--- src/rtl/uart_pkg.sv ---
`default_nettype none
// ----------------------------------------------------------------------------
// uart_pkg : shared UART types and constants (receiver state encoding)
// Revision : 1.0
// ----------------------------------------------------------------------------
package uart_pkg;

    localparam int UART_DATA_BITS = 8;

    typedef enum logic [2:0] {
        RX_IDLE      = 3'd0,
        RX_START     = 3'd1,
        RX_DATA      = 3'd2,
        RX_PARITY    = 3'd3,
        RX_STOP      = 3'd4,
        RX_WAIT_IDLE = 3'd5
    } uart_rx_state_e;

endpackage
`default_nettype wire

--- src/rtl/sync_2ff.sv ---
`default_nettype none
// ----------------------------------------------------------------------------
// sync_2ff : two-flop synchronizer with a configurable reset value
// Revision : 1.0
// ----------------------------------------------------------------------------
module sync_2ff #(
    parameter int               WIDTH     = 1,
    parameter logic [WIDTH-1:0] RESET_VAL = '0
) (
    input  logic             clk_i,
    input  logic             rst_ni,
    input  logic [WIDTH-1:0] d_i,
    output logic [WIDTH-1:0] q_o
);

    logic [WIDTH-1:0] meta_q;
    logic [WIDTH-1:0] sync_q;

    always_ff @(posedge clk_i or negedge rst_ni) begin
        if (!rst_ni) begin
            meta_q <= RESET_VAL;
            sync_q <= RESET_VAL;
        end else begin
            meta_q <= d_i;
            sync_q <= meta_q;
        end
    end

    assign q_o = sync_q;

endmodule
`default_nettype wire

--- src/rtl/uart_rx.sv ---
`default_nettype none
// ----------------------------------------------------------------------------
// uart_rx : 8N1/8E1 receiver, mid-bit sampling, framing and parity flags
// Revision : 1.0
// ----------------------------------------------------------------------------
module uart_rx
    import uart_pkg::*;
#(
    parameter int CLKS_PER_BIT = 16,
    parameter bit PARITY_EN    = 1'b0
) (
    input  logic                      input_clk,
    input  logic                      nreset,
    input  logic                      rx,
    output logic [UART_DATA_BITS-1:0] rx_data,
    output logic                      rx_valid,
    output logic                      frame_err,
    output logic                      parity_err,
    output logic                      busy
);

    localparam int                 CNT_W     = $clog2(CLKS_PER_BIT);
    localparam logic [CNT_W-1:0]   HALF_LAST = CNT_W'(CLKS_PER_BIT / 2 - 1);
    localparam logic [CNT_W-1:0]   BIT_LAST  = CNT_W'(CLKS_PER_BIT - 1);
    localparam logic [2:0]         IDX_LAST  = 3'(UART_DATA_BITS - 1);

    generate
        if ((CLKS_PER_BIT < 4) || (CLKS_PER_BIT % 2 != 0)) begin : g_bad_clks_per_bit
            $error("uart_rx: CLKS_PER_BIT must be even and >= 4");
        end
    endgenerate

    uart_rx_state_e              state_q, state_d;
    logic [CNT_W-1:0]            cnt_q, cnt_d;
    logic [2:0]                  bit_idx_q, bit_idx_d;
    logic [UART_DATA_BITS-1:0]   shift_q, shift_d;
    logic [UART_DATA_BITS-1:0]   data_q, data_d;
    logic                        perr_seen_q, perr_seen_d;
    logic                        valid_q, valid_d;
    logic                        ferr_q, ferr_d;
    logic                        perr_q, perr_d;
    logic                        rx_s;
    logic                        bit_done;

    sync_2ff #(
        .WIDTH     (1),
        .RESET_VAL (1'b1)
    ) u_sync (
        .clk_i  (input_clk),
        .rst_ni (nreset),
        .d_i    (rx),
        .q_o    (rx_s)
    );

    always_ff @(posedge input_clk or negedge nreset) begin
        if (!nreset) begin
            state_q     <= RX_IDLE;
            cnt_q       <= '0;
            bit_idx_q   <= '0;
            shift_q     <= '0;
            data_q      <= '0;
            perr_seen_q <= 1'b0;
            valid_q     <= 1'b0;
            ferr_q      <= 1'b0;
            perr_q      <= 1'b0;
        end else begin
            state_q     <= state_d;
            cnt_q       <= cnt_d;
            bit_idx_q   <= bit_idx_d;
            shift_q     <= shift_d;
            data_q      <= data_d;
            perr_seen_q <= perr_seen_d;
            valid_q     <= valid_d;
            ferr_q      <= ferr_d;
            perr_q      <= perr_d;
        end
    end

    assign bit_done = (cnt_q == BIT_LAST);

    always_comb begin
        state_d     = state_q;
        cnt_d       = cnt_q;
        bit_idx_d   = bit_idx_q;
        shift_d     = shift_q;
        data_d      = data_q;
        perr_seen_d = perr_seen_q;
        valid_d     = 1'b0;
        ferr_d      = 1'b0;
        perr_d      = 1'b0;

        case (state_q)
            RX_IDLE: begin
                if (!rx_s) begin
                    state_d = RX_START;
                    cnt_d   = '0;
                end
            end
            RX_START: begin
                if (cnt_q == HALF_LAST) begin
                    if (rx_s) begin
                        state_d = RX_IDLE;
                    end else begin
                        state_d     = RX_DATA;
                        cnt_d       = '0;
                        bit_idx_d   = '0;
                        perr_seen_d = 1'b0;
                    end
                end else begin
                    cnt_d = cnt_q + 1'b1;
                end
            end
            RX_DATA: begin
                if (bit_done) begin
                    shift_d[bit_idx_q] = rx_s;
                    cnt_d              = '0;
                    if (bit_idx_q == IDX_LAST) begin
                        if (PARITY_EN) state_d = RX_PARITY;
                        else           state_d = RX_STOP;
                    end else begin
                        bit_idx_d = bit_idx_q + 1'b1;
                    end
                end else begin
                    cnt_d = cnt_q + 1'b1;
                end
            end
            RX_PARITY: begin
                if (bit_done) begin
                    // Even parity: data bits plus parity bit must XOR to zero.
                    perr_seen_d = (^shift_q) ^ rx_s;
                    cnt_d       = '0;
                    state_d     = RX_STOP;
                end else begin
                    cnt_d = cnt_q + 1'b1;
                end
            end
            RX_STOP: begin
                if (bit_done) begin
                    cnt_d = '0;
                    if (rx_s) begin
                        state_d = RX_IDLE;
                        if (perr_seen_q) begin
                            perr_d = 1'b1;
                        end else begin
                            valid_d = 1'b1;
                            data_d  = shift_q;
                        end
                    end else begin
                        // A low stop bit outranks any parity mismatch.
                        ferr_d  = 1'b1;
                        state_d = RX_WAIT_IDLE;
                    end
                end else begin
                    cnt_d = cnt_q + 1'b1;
                end
            end
            RX_WAIT_IDLE: begin
                if (rx_s) state_d = RX_IDLE;
            end
            default: state_d = RX_IDLE;
        endcase
    end

    always_comb begin
        busy       = (state_q != RX_IDLE);
        rx_data    = data_q;
        rx_valid   = valid_q;
        frame_err  = ferr_q;
        parity_err = perr_q;
    end

endmodule
`default_nettype wire

--- config.mk ---
export PLATFORM = sky130hd
export DESIGN_NAME = uart_rx
export DESIGN_NICKNAME = d
export VERILOG_FILES = /design/src/rtl/uart_pkg.sv /design/src/rtl/sync_2ff.sv /design/src/rtl/uart_rx.sv
export SDC_FILE = /design/constraint.sdc
export NUM_CORES = 1
export LEC_CHECK = 0
export CAP_MARGIN = 20
export CORE_MARGIN = 4
export CORE_UTILIZATION = 51
export DETAILED_ROUTE_END_ITERATION = 6
export PLACE_DENSITY = 0.82
export SYNTH_ARGS = -nofsm -noshare
export SYNTH_HDL_FRONTEND = slang
export SYNTH_SLANG_ARGS = --single-unit
export TNS_END_PERCENT = 20
--- constraint.sdc ---
create_clock -name input_clk -period 1.9 [get_ports input_clk]
set_input_delay 0.38 -clock input_clk [delete_from_list [all_inputs] [get_ports input_clk]]
set_output_delay 0.38 -clock input_clk [all_outputs]
set_load 0.02 [all_outputs]
== After elaboration in Yosys (flattened, before gate mapping) ==
Index checks and enable logic that the tools add are counted.
Cells by class
  $add $sub $neg: 2
  multipliers: 0
  div/mod/pow operators: 0
  magnitude comparators: 2
  eq/ne operators: 17
  shift-type cells: 0
  multiplexer cells: 37
  bitwise operators: 2
  reduce and logical (&&, ||, !) cells: 13
Operators with widths (count)
  $mux 3: 12
  $pmux 3 s6: 1
  $ne 2x2->1 const B: 8
  $mux 1: 15
  $mux 4: 3
  $pmux 4 s3: 1
  $eq 3x3->1 const B: 3
  $bwmux 8: 1
  $reduce_and 4->1: 2
  $reduce_xor 8->1: 1
  $reduce_and 7->1: 1
  $eq 3x2->1 const B: 2
  $pmux 3 s2: 1
  $reduce_bool 3->1: 2
  $reduce_and 5->1: 1
  $add 4x1->4 const B: 1
  $eq 4x3->1 const B: 1
  $eq 4x4->1 const B: 1
  $lt 3x4->1 const B: 1
  $reduce_bool 2->1: 2
  $add 3x1->3 const B: 1
  $demux 1 s3: 1
  $eq 3x1->1 const B: 1
  $ge 3x1->1 const B: 1
  other kinds (9): 9
Storage, ports and cells
  register bits: 32
  latch bits: 0
  bits in writable memories: 0
  bits in read-only memories: 0
  input port bits: 3
  output and inout bits: 12
  word-level logic and storage cells: 84
  memories kept: 0

== Logic depth before layout (Yosys ltp) ==
  depth in word-level cells: 5
  depth in mapped cells: 7

== Hierarchy ==
From an unflattened synthesis, not the netlist that was laid out.
Unflattened totals
  cell total of the unflattened synthesis: 162
  area total of the unflattened synthesis: 1705.4 sq um
Modules (own cells, without submodules)
  uart_rx: instances 1, cells each 160, area an instance 1652.8 sq um, sequential area each 750.7 sq um
  sync_2ff: instances 1, cells each 2, area an instance 52.6 sq um, sequential area each 52.6 sq um

== Worst setup path before layout ==
Ideal clock, no wire load.
  kind: input-to-reg
  from: input port cnt_q[0]
  to: register cnt_q[3]
  setup time: 0.064 ns
  data arrival time: 1.706 ns
  data required time: 1.836 ns
  slack: 0.130 ns
  cell stages on the path: 7
  cell sequence: dfrtp_1 -> ha_1 -> clkbuf_2 -> and4bb_2 -> a2111o_1 -> nor4_1 -> or3_1
Between the ends
  cells in the longest elaborated chain, start to end: 3
  elaborated cells between the ends (all ways): 6
  classes of those cells: add/sub (1); eq/ne (2); mux (3)
RTL lines
  from (decl): RTL line uart_rx.sv:34  | logic [CNT_W-1:0] cnt_q, cnt_d;
  $add 4x1->4 (tied with other cells)
  $mux 4 (on tied branches)
  $pmux 4 s3 *: RTL line uart_rx.sv:92  | case (state_q)
Every way passes the cells marked *; elsewhere a longest branch is shown, timed or not.
A chain may end at the register's enable or synchronous reset.

== Worst setup path after layout ==
  from: input port bit_idx_q[0]
  to: register bit_idx_q[0]
Between the ends
  cells in the longest elaborated chain, start to end: 4
  elaborated cells between the ends (all ways): 7
  classes of those cells: add/sub (1); eq/ne (2); mux (3); reduce/logical (1)
RTL lines
  from (decl): RTL line uart_rx.sv:35  | logic [2:0] bit_idx_q, bit_idx_d;
  $add 3x1->3: RTL line uart_rx.sv:121  | bit_idx_d = bit_idx_q + 1'b1;
  $mux 3: RTL line uart_rx.sv:117  | if (bit_idx_q == IDX_LAST) begin
  $mux 3: RTL line uart_rx.sv:114  | if (bit_done) begin
  $pmux 3 s2: RTL line uart_rx.sv:92
Several ways; a longest one is shown, not always the timed one. The select of a mux whose other input is x is not followed.

==> run metrics <==
port buffer count=14; largest family of logic cells by synthesized area=simple AND/OR/NAND/NOR gates; maximum resistive drop on vdd=0.000639 V; average footprint of a synthesized cell=11.1 um2; initial antenna violation count=0; first-iteration detailed-routing DRC count=73; H-Tree Level Count=2; Primary FF master, synth=sky130_fd_sc_hd__dfrtp_1; arithmetic-cell share of the synthesized area counting full adders, half adders and majority gates=2.23%; combined area of the multi-input logic cells=820 um2; via total after detailed routing=1245; Design Area, Final=1980 um2; core region area=3100 um2; highest achievable clock rate=549 MHz; sequential share of the synthesized area=between 40% and 50%; gr usage total=18.6%; start point of the worst hold path=u_sync.meta_q; r2r startpoint=bit_idx_q[0]; CP Data Arrival Time=2.03 ns; terminus of the critical flop-to-flop path=bit_idx_q[0]; number of warnings reported in the yosys synthesis log=0; flip-flop and latch area=807 um2; endpoint class of the critical path=flop; cts-stage hold buffer count=0; clock buffers created by TritonCTS=5; wire length of the first global-routing pass=5940 um; per-cell via count in the routed design=between 5 and 6; r2r setup slk=0.08 ns; post-synthesis compound-gate area fraction=9.16%; row count=20; worst hold path depth=0; post-synth net total=158; detail-routed net length per standard cell=15.6 um; final net count=approximately 180; worst skew pair latency=0.33 ns; crit share post-route=between 90% and 100%; crit path max fanout=5; gate count after technology mapping=152; class of the tightest hold or removal check=flop to flop; layout cell share with drive strength beyond 1=28.2%; HPWL reported at the end of detailed placement=2490 um; headroom to the max-slew limit=73.8%; maximum number of buffers from clock root to sink=2; crit path time final=1.82 ns; final RePlAce weighted congestion=0.844; number of max-capacitance violations reported=0; status=finished clean; xor/xnor cell area share of the yosys netlist=4.99%; CTS root buffer=sky130_fd_sc_hd__clkbuf_4; final core utilization=a little under two thirds; Worst-Margin Slew=approximately 0.4 ns; Layout area overhead=18.0%; TritonCTS clock tree=built; Post-Place Cell Area=between 1500 and 2000 um2; number of fillers in the final layout=roughly 270; EDFF count, synth=0; Post-CTS Setup Repair Bufs=0; initial core utilization=54.2%; P_leak=0.925 nW; Clock transition at path regs=0.09 ns; die outline area=around 4300 um2; Mapped Area=roughly 1700 um2; critical path class=flop to flop; number of resized instances in the post-cts repair step=3; kind of start point of the critical path=flop; number of pins exceeding their max-slew limit in the final report=0; required time of the worst setup path=2.11 ns; area share of and/or/nand/nor cells after synthesis=around a fifth; DRT Wirelength=3400 um; highest-count cells in the layout ignoring fill and taps=sky130_fd_sc_hd__dfrtp_1 (27), sky130_fd_sc_hd__mux2_2 (17), sky130_fd_sc_hd__clkdlybuf4s50_1 (13), sky130_fd_sc_hd__buf_4 (11), sky130_fd_sc_hd__a21oi_1 (9); number of global-route vias before repair=1275; Worst Skew=0.0136 ns; final setup vio count=0; TritonRoute pass-1 iters=4; number of hold violations in the final report=0; total overflow reported by the global router=0; Worst R2R Path Depth=6; maximum number of pins on one net before global-route repair=33; Yosys cell types=46; Die Span X=65.4 um; Ant. Diodes=0; FF+latch count, synth=32; commonest non-fill, non-tap cell in the layout=sky130_fd_sc_hd__dfrtp_1; pwr/cell area=1030 nW/um2; hold path endpoint=u_sync.q_o; number of nets still failing antenna checks after routing=0; async set-reset flop share out of synthesis=100%; portion of netlist area occupied by mux cells=about 13%; die height=65.4 um; DRC errors left=0; Sink Count=32; Top-Level Pins=15
[layout make-up]
class | count | share of cell area, %
Multi-Input combinational cell | 105 | 41.3
Sequential cell | 32 | 40.7
Timing Repair Buffer | 25 | 11.0
Clock buffer | 8 | 3.47
Tap cell | 44 | 2.78
Inverter | 4 | 0.757
[power breakdown]
part	switching, mW	internal [mW]
sequential	0.132	0.773
clock	0.217	0.218
combinational	0.382	0.329
[per-layer routing]
layer | vias to the layer above | track usage, % | share of wire, %
met5 | - | 0 | 0
met4 | 0 | 7.25 | 1.7
met3 | 8 | 4.44 | 3.4
met2 | 21 | 33.1 | 54
met1 | 626 | 21.4 | 41
li1 | 590 | - | -
[critical path: stages (launching register included)]
cell                      delay, ns
sky130_fd_sc_hd__dfrtp_2       0.45
sky130_fd_sc_hd__ha_1          0.20
sky130_fd_sc_hd__ha_1          0.20
sky130_fd_sc_hd__nor2_2        0.10
sky130_fd_sc_hd__a31oi_1       0.10
sky130_fd_sc_hd__or3_4         0.38
sky130_fd_sc_hd__mux2_2        0.28
[state kept, by name (all words and copies together), names as in the netlist]
register and count:
bit_idx_q 3, cnt_q 4, frame_err 1, parity_err 1, perr_seen_q 1, rx_data 8
rx_valid 1, shift_q 8, state_q 3, u_sync.meta_q 1, u_sync.q_o 1
[cells by family (layout without fill, tap and decap cells)]
kind of cell | Yosys count | after routing
xor gates and xnor gates | 8 | 8
muxes | 19 | 19
DFF | 32 | 32
and+or+nand+nor | 50 | 50
buffers and inverters | 15 | 37
adders and majority gates | 3 | 3
AOI/OAI and AO/OA | 25 | 25
[how the worst max path moves through the flow]
stage	start	slack (ns)	end
after floorplan	cnt_q[0]	0.13	cnt_q[3]
after global placement	bit_idx_q[0]	0.11	bit_idx_q[0]
after detailed placement	cnt_q[0]	0.03	shift_q[1]
after CTS	cnt_q[0]	0.02	shift_q[1]
after global routing	bit_idx_q[0]	-0.003	bit_idx_q[0]
final	bit_idx_q[0]	0.08	bit_idx_q[0]
[synth_stat cells (2+ instances only)]
cell	count	share of area, %
sky130_fd_sc_hd__clkbuf_1	4	0.89
sky130_fd_sc_hd__a21oi_1	9	2.7
sky130_fd_sc_hd__nand3b_1	2	0.89
sky130_fd_sc_hd__buf_2	5	1.5
sky130_fd_sc_hd__nand4_1	3	1.1
sky130_fd_sc_hd__nor3b_1	2	0.89
sky130_fd_sc_hd__nand2b_1	3	1.1
sky130_fd_sc_hd__nand2_1	8	1.8
sky130_fd_sc_hd__xor2_1	3	1.6
sky130_fd_sc_hd__nor2_1	6	1.3
sky130_fd_sc_hd__or3_1	3	1.1
sky130_fd_sc_hd__o21ai_0	7	2.1
sky130_fd_sc_hd__inv_1	4	0.89
sky130_fd_sc_hd__dfrtp_1	30	45
sky130_fd_sc_hd__nand3_1	4	1.2
sky130_fd_sc_hd__mux2i_1	2	1.2
sky130_fd_sc_hd__ha_1	3	2.2
sky130_fd_sc_hd__nor3_1	2	0.60
sky130_fd_sc_hd__nor4_1	4	1.5
sky130_fd_sc_hd__and3_1	2	0.74
sky130_fd_sc_hd__dfstp_2	2	3.1
sky130_fd_sc_hd__mux2_2	17	11
sky130_fd_sc_hd__xnor2_1	4	2.1
[through the flow]
step / cells / TNS (ns) / worst slack, ns / power, mW / hold slack (ns)
6_report: 218 / 0 / 0.0781 / 2.05 / 0.362
5_1_grt: 218 / -0.00283 / -0.00283 / 2.18 / 0.376
4_1_cts: 218 / 0 / 0.0199 / 2.03 / 0.365
3_5_place_dp: 210 / 0 / 0.0252 / 1.60 / 0.349
3_3_place_gp: 210 / 0 / 0.109 / 1.56 / 0.346
2_1_floorplan: 152 / 0 / 0.130 / 1.39 / 0.0844
Power figures use the tool's default switching activity.
